File: src/rtl/mesh_edge_injector.sv
// Credit-based packet injector for one open edge inport of the node mesh.
// Latches a whole host packet, then serialises it flit by flit as buffer credits allow.

`ifndef CHANNEL_WIDTH
`define CHANNEL_WIDTH 33
`endif

module mesh_edge_injector #(
    parameter int PACKET_FLITS = 5,
    parameter int BUFFER_DEPTH = 4,
    parameter int CNT_WIDTH    = 16,
    localparam int FLIT_W      = `CHANNEL_WIDTH - 1,
    localparam int CRED_W      = $clog2(BUFFER_DEPTH + 1)
) (
    input  logic                               clk,
    input  logic                               reset,
    input  logic                               pkt_valid_din,
    output logic                               pkt_ready_dout,
    input  logic [0:PACKET_FLITS*FLIT_W-1]     pkt_data_din,
    output logic [`CHANNEL_WIDTH-1:0]          channel_dout,
    input  logic                               credit_in_din,
    output logic                               busy_dout,
    output logic [CRED_W-1:0]                  credits_dout,
    output logic [CNT_WIDTH-1:0]               pkts_sent_dout,
    output logic                               credit_overflow_dout
);

    localparam int IDX_W = (PACKET_FLITS > 1) ? $clog2(PACKET_FLITS) : 1;

    localparam logic [0:0] S_IDLE = 1'b0;
    localparam logic [0:0] S_SEND = 1'b1;

    logic [0:0]                     r_state;
    logic [IDX_W-1:0]               r_idx;
    logic [0:PACKET_FLITS*FLIT_W-1] r_pkt;
    logic [CRED_W-1:0]              r_credits;
    logic [`CHANNEL_WIDTH-1:0]      r_channel;
    logic                           r_busy;
    logic [CNT_WIDTH-1:0]           r_pkts_sent;
    logic                           r_overflow;

    logic                           w_accept;
    logic                           w_send;
    logic                           w_last;
    logic [FLIT_W-1:0]              w_flit;
    logic [CRED_W-1:0]              w_credits_nxt;
    logic                           w_overflow_evt;

    assign pkt_ready_dout = (r_state == S_IDLE);
    assign w_accept       = pkt_valid_din && pkt_ready_dout;
    assign w_send         = (r_state == S_SEND) && (r_credits != '0);
    assign w_last         = (r_idx == IDX_W'(PACKET_FLITS - 1));

    always_comb begin
        w_flit = '0;
        for (int unsigned i = 0; i < PACKET_FLITS; i++) begin
            if (r_idx == IDX_W'(i)) begin
                w_flit = r_pkt[i*FLIT_W +: FLIT_W];
            end
        end
    end

    // A send and a returned credit in the same cycle cancel; a return at full count saturates.
    always_comb begin
        w_credits_nxt  = r_credits;
        w_overflow_evt = 1'b0;
        if (w_send && !credit_in_din) begin
            w_credits_nxt = r_credits - 1'b1;
        end else if (!w_send && credit_in_din) begin
            if (r_credits == CRED_W'(BUFFER_DEPTH)) begin
                w_overflow_evt = 1'b1;
            end else begin
                w_credits_nxt = r_credits + 1'b1;
            end
        end
    end

    always_ff @(posedge clk) begin
        if (reset) begin
            r_state     <= S_IDLE;
            r_idx       <= '0;
            r_pkt       <= '0;
            r_credits   <= CRED_W'(BUFFER_DEPTH);
            r_channel   <= '0;
            r_busy      <= 1'b0;
            r_pkts_sent <= '0;
            r_overflow  <= 1'b0;
        end else begin
            r_credits <= w_credits_nxt;
            if (w_overflow_evt) begin
                r_overflow <= 1'b1;
            end
            r_channel <= w_send ? {1'b1, w_flit} : '0;
            case (r_state)
                S_IDLE: begin
                    if (w_accept) begin
                        r_pkt   <= pkt_data_din;
                        r_idx   <= '0;
                        r_state <= S_SEND;
                        r_busy  <= 1'b1;
                    end
                end
                S_SEND: begin
                    if (w_send) begin
                        if (w_last) begin
                            r_idx       <= '0;
                            r_state     <= S_IDLE;
                            r_busy      <= 1'b0;
                            r_pkts_sent <= r_pkts_sent + 1'b1;
                        end else begin
                            r_idx <= r_idx + 1'b1;
                        end
                    end
                end
                default: begin
                    r_state <= S_IDLE;
                    r_busy  <= 1'b0;
                end
            endcase
        end
    end

    assign channel_dout         = r_channel;
    assign busy_dout            = r_busy;
    assign credits_dout         = r_credits;
    assign pkts_sent_dout       = r_pkts_sent;
    assign credit_overflow_dout = r_overflow;

endmodule

File: config.mk
export PLATFORM = sky130hd
export DESIGN_NAME = mesh_edge_injector
export DESIGN_NICKNAME = d
export VERILOG_FILES = /design/src/rtl/mesh_edge_injector.sv
export SDC_FILE = /design/constraint.sdc
export NUM_CORES = 1
export LEC_CHECK = 0
export ABC_AREA = 1
export CORE_ASPECT_RATIO = 0.7
export CORE_UTILIZATION = 43
export DETAILED_ROUTE_END_ITERATION = 7
export PLACE_DENSITY = 0.71
export SLEW_MARGIN = 5
export SYNTH_ARGS = -nofsm -noshare
export SYNTH_HDL_FRONTEND = slang
export SYNTH_SLANG_ARGS = --single-unit
File: constraint.sdc
create_clock -name clk -period 1.63 [get_ports clk]
set_input_delay 0.326 -clock clk [delete_from_list [all_inputs] [get_ports clk]]
set_output_delay 0.326 -clock clk [all_outputs]
set_load 0.02 [all_outputs]
==> results of run 1 <==
==> where the power goes <==
group | switching, mW | leakage, nW | internal, mW
clock | 2.10 | 0.403 | 3.56
combinational | 1.43 | 3.30 | 1.20
sequential | 0.208 | 1.80 | 5.74
==> placed cells by master (no fill, tap or decap), types with 42 or more instances in the layout <==
cell type	instances
nor2_1	294
dfxtp_1	212
clkdlybuf4s50_1	163
o21ai_1	132
o21ai_0	96
inv_1	80
a21oi_1	71
nand2_1	68
dlygate4sd2_1	48
nand3_2	42
==> worst reg2reg max path: cells and delay by family (launching register included) <==
kind	cells	cell delay [ns]
simple gates	3	0.43
compound gates	2	0.27
flops	1	0.34
fa+ha+maj	1	0.14
buf+inv	4	0.44
==> per-stage QoR <==
step | power, mW | utilization [%] | TNS (ns)
global route | 14.8 | 65.7 | -2.07
global placement | 8.35 | 58.1 | -1.50
detailed placement | 8.38 | 58.1 | -3.96
finish | 14.2 | 65.7 | -0.489
floorplan | 7.27 | - | 0
CTS | 14.0 | 62.4 | -0.00261
==> cells by family after synthesis <==
family,count (synthesis),synth area share (%)
xor+xnor,5,0.491
simple gates,470,21.7
compound gates,334,19.7
flops,218,48.9
fa+ha+maj,7,0.982
buf+inv,177,8.21
==> registers in the layout, indices dropped and copies added (netlist names) <==
name and flops:
credits_dout 3, r_state 1, r_pkt 160, busy_dout 1, r_idx 3, channel_dout 33, credit_overflow_dout 1, pkts_sent_dout 16
==> final cells by class <==
type                            count  area (sq um)
Timing Repair Buffer              284          3080
Inverter                           90           355
Fill cell                        1639          6880
Sequential cell                   218          4370
Clock inverter                      9           174
Clock buffer                       31           646
Multi-Input combinational cell    816          4220
Tap cell                          270           338
Antenna cell                        2          5.00
==> routing by layer <==
layer	track usage [%]	wire length, um	vias up
met2	38.3	12400	367
met4	5.48	541	8
met1	38.2	13500	4115
met3	6.23	2820	46
met5	0	55	-
li1	-	-	4446
==> repair_timing <==
item                       4_1_cts  5_1_grt
setup endpoints to repair       89       49
cloned                           3        8
setup buffers                    0       10
gates resized for setup         68      105
pin swaps                        2       42
==> worst paths after layout <==
path | from | to | slack, ns | cells past startpoint
hold reg to reg | r_pkt[114] | r_pkt[114] | 0.45 | 2
setup reg to reg | r_idx[1] | channel_dout[27] | -0.07 | 10
setup / recovery | r_idx[1] | channel_dout[27] | -0.07 | 10
hold / removal | pkt_data_din[41] | r_pkt[41] | 0.43 | 3
==> results.cfg, run 1 <==
[run_status]
status = complete, but fails checks
failed_checks = negative setup slack

[power]
leakage_nw = 5.51
power_density_mw_per_mm2 = 1080
vdd_ir_drop_max_v = 0.000647

[min_path]
hold_class = input pin to flop

[final_layout]
syn_to_final_growth_pct = 47.9
fin_area_sq_mm = 0.0132
fin_cells = 1720
drive_gt1_share_pct = 13.5
fin_nets = 1603

[timing]
post-route-period-util_pct = 104
fin_crit_ns = 1.70
fmax_mhz = 590
setup_violations = 14
whs_ns = 0.427
hold_viol_final = 0
setup_ws_ns = -0.0659
slew_viol_final = 0
final.setup_skew_ns = 0.00844
rsz0062_at_grt = true
worst-slew-pin-transition_ns = 0.479
relSlewSlack_pct = 67.9

[logic_synthesis]
yosys-top-cells-count = nor2_1, dfxtp_1, o21ai_1
syn_inst = 1211
ys_seq_area_share_pct = 48.9
yosysTopAreaCell = dfxtp_1
synth_edf_count = 0
syn_area_per_cell_sq_um = 7.36
synth_most_common_cell = nor2_1
yosys_warnings = 0
synth_seq_cells = 218
yosysTopAreaCellShare_pct = 48.9
syn_area_sq_mm = 0.00892
async_flop_share_pct = 0
synth_fp_nets = 1382
ys.flop_type = dfxtp_1
synthTopCellsByArea = dfxtp_1, nor2_1, o21ai_1, o21ai_0, nand3_1
synth_cell_type_count = 30

[placement]
post_dp_cell_area_sq_mm = 0.0117
port_buffers = 218
gp_congestion = 0.879
post-dp-hpwl_um = 19000
dp_slack_ns = -0.104
post-place-cells = 1657

[clocking]
cts_tree = done
clockBufferDepth = 3
cts.htree.levels = 1
cts_buffers = 22
path_clk_slew_ns = 0.07
clock_latency_ns = 0.50
cts_root_buf = clkbuf_16
cts.sinks = 218
postCtsHoldBufs = 0

[routing]
drc = 0
viasPerCell = 5.22
vias = 8982
dr.first_iter.drc_count = 861
drt_first_pass_iters = 5
wl_per_cell_um = 17.1
ant_nets = 0
finalWirelength_um = 29300

[floorplanning]
start_util_pct = 44.4
die_y_um = 122
die-area_sq_mm = 0.0213
pin_count = 219
die_x_um = 174
num_rows = 43
core_area_sq_mm = 0.0201

[global_routing]
grt_pass1_wl_um = 43600
grt_max_degree = 66
antenna_found_initial = 6
grt_usage_pct = 26.0
grt_pass1_vias = 8078
gr-total-overflow = 0

[worst_setup_path]
cp_cell_sequence = inv_4 -> ha_4 -> inv_2 -> nor2_4 -> buf_4 -> buf_6 -> nand3_1 -> nand3_1 -> o211ai_1 -> a21oi_1
criticalPathCategory = flop to flop
end_kind = flop
cp.arrival_ns = 2.12
required_ns = 2.05
startpoint_type = flop
slowest_delay_ns = 0.34
path_max_fanout = 8
timing.critical_path.mode_cell = nand3_1
crit_family = buffers and inverters
crit_slowest_cell = dfxtp_2
crit_buf_inv = 4

[flow_run]
maxCapViolations = 0
No activity file was read; power rests on OpenSTA's default activity.
==> run 2: changes to the inputs <==
--- a/config.mk
+++ b/config.mk
@@ -9,6 +9,7 @@
 export CORE_ASPECT_RATIO = 0.7
 export CORE_UTILIZATION = 43
 export DETAILED_ROUTE_END_ITERATION = 7
+export GPL_TIMING_DRIVEN = 0
 export PLACE_DENSITY = 0.71
 export SLEW_MARGIN = 5
 export SYNTH_ARGS = -nofsm -noshare
==> results.cfg, run 2 (same netlist as run 1, synthesis figures left out) <==
[power]
power_mw = 13.2
vdd_ir_drop_max_v = 0.000693
leakage_nw = 5.24
power_density_mw_per_mm2 = 1060

[floorplanning]
core_area_sq_mm = 0.0201
die_x_um = 174
die-area_sq_mm = 0.0213
start_util_pct = 44.4
die_y_um = 122
num_rows = 43
pin_count = 219

[clocking]
cts.htree.levels = 1
cts.sinks = 218
clockBufferDepth = 3
cts_root_buf = clkbuf_16
cts_tree = done
clock_latency_ns = 0.50
path_clk_slew_ns = 0.06
cts_buffers = 21

[min_path]
min_path_cells = 2
min_from = reset
hold_class = input pin to flop
hold_end = r_idx[2]

[timing]
relSlewSlack_pct = 60.9
fin_crit_ns = 1.64
setup_ws_ns = -0.00863
rsz0062_at_grt = true
hold_viol_final = 0
fmax_mhz = 610
finalSetupTns_ns = -0.0124
post-route-period-util_pct = 101
worst-slew-pin-transition_ns = 0.586
final.setup_skew_ns = 0.00908
setup_violations = 2
slew_viol_final = 0

[final_layout]
drive_gt1_share_pct = 12.8
most-common-layout-cells = nor2_1, dfxtp_1, clkdlybuf4s50_1
multiInputGateArea_sq_mm = 0.00414
regMostFlops = r_pkt
fin_nets = 1630
fin_area_sq_mm = 0.0125
largest_register_ffs = 160
syn_to_final_growth_pct = 40.7
filler_cell_count = 1801
seq_area_sq_mm = 0.00438
mostFrequentLayoutCell = nor2_1

[run_status]
status = complete, but fails checks
failed_checks = negative setup slack

[routing]
ant_nets = 0
wl_per_cell_um = 17.0
finalWirelength_um = 29600
viasPerCell = 5.20
vias = 9054
dr.first_iter.drc_count = 783
drt_first_pass_iters = 5
drc = 0

[placement]
post-dp-hpwl_um = 22000
post_dp_cell_area_sq_mm = 0.0114
port_buffers = 217
gp_congestion = 0.933

[worst_setup_path]
end_kind = flop
r2r_start = r_idx[0]
cp.arrival_ns = 2.06
critPathLaunch = r_idx[0]
criticalPathCategory = flop to flop
r2r_cells = 10
required_ns = 2.05
startpoint_type = flop
r2r_slack_ns = -0.009
path_max_fanout = 6
r2r_end = channel_dout[12]

[global_routing]
grt_pass1_vias = 8354
antenna_found_initial = 2
gr-total-overflow = 0
grt_usage_pct = 27.4
grt_max_degree = 15
grt_pass1_wl_um = 45000

[flow_run]
maxCapViolations = 0
[run 2: worst max path at each step]
stage	slack [ns]	to
2_1_floorplan	0.01	credits_dout[2]
3_3_place_gp	-0.72	channel_dout[27]
3_5_place_dp	-0.65	channel_dout[27]
4_1_cts	-0.009	channel_dout[12]
5_1_grt	-0.1	channel_dout[17]
6_report	-0.009	channel_dout[12]
[run 2: where the power goes]
part           switching (mW)  total [mW]  internal, mW
Sequential              0.213        5.95          5.74
Clock                    2.05        4.80          2.75
Combinational            1.43        2.49          1.07
Total                    3.69        13.2          9.55
[run 2: what timing repair did]
| action | CTS | global route |
|---|---|---|
| hold buffers | 0 | 0 |
| cloned | 3 | 0 |
| resized for setup | 158 | 62 |
| buffers inserted | 5 | 1 |
| endpoints found under the setup margin | 93 | 49 |
| pin swaps | 15 | 26 |
[run 2: worst max-delay path, cell delays in order (launching register included)]
cell,delay (ns)
dfxtp_4,0.37
inv_4,0.08
ha_4,0.13
inv_2,0.04
nor2_4,0.19
buf_6,0.15
buf_6,0.12
nand3_2,0.07
nand3_2,0.08
o211ai_1,0.13
a21oi_1,0.19
[run 2: metal layers]
layer  up-vias  wire length, um  GRT usage [%]
met1      4148            14100           40.4
met5         -                8              0
met2       367            12300           40.3
li1       4481                -              -
met3        56             2570           5.98
met4         2              627           6.91
[run 2: layout make-up]
| cell class | count | share of cell area (%) |
|---|---|---|
| diodes | 1 | 0.0199 |
| plain buffers | 86 | 3.96 |
| clock buffers | 30 | 4.86 |
| clock inverters | 5 | 0.439 |
| inverters | 90 | 2.79 |
| multi-input cells | 816 | 33.0 |
| flip-flops and latches | 218 | 34.9 |
| well taps | 270 | 2.69 |
| repair buffers | 226 | 17.3 |
[run 2: per-stage QoR]
step	cells	hold slack, ns	utilization (%)	setup WS, ns
CTS	1741	0.171	61.7	-0.00947
global route	1741	0.198	62.5	-0.0951
floorplan	1211	0.425	-	0.0127
detailed placement	1698	0.439	56.9	-0.648
finish	1742	0.186	62.5	-0.00863
global placement	1698	0.436	56.9	-0.715
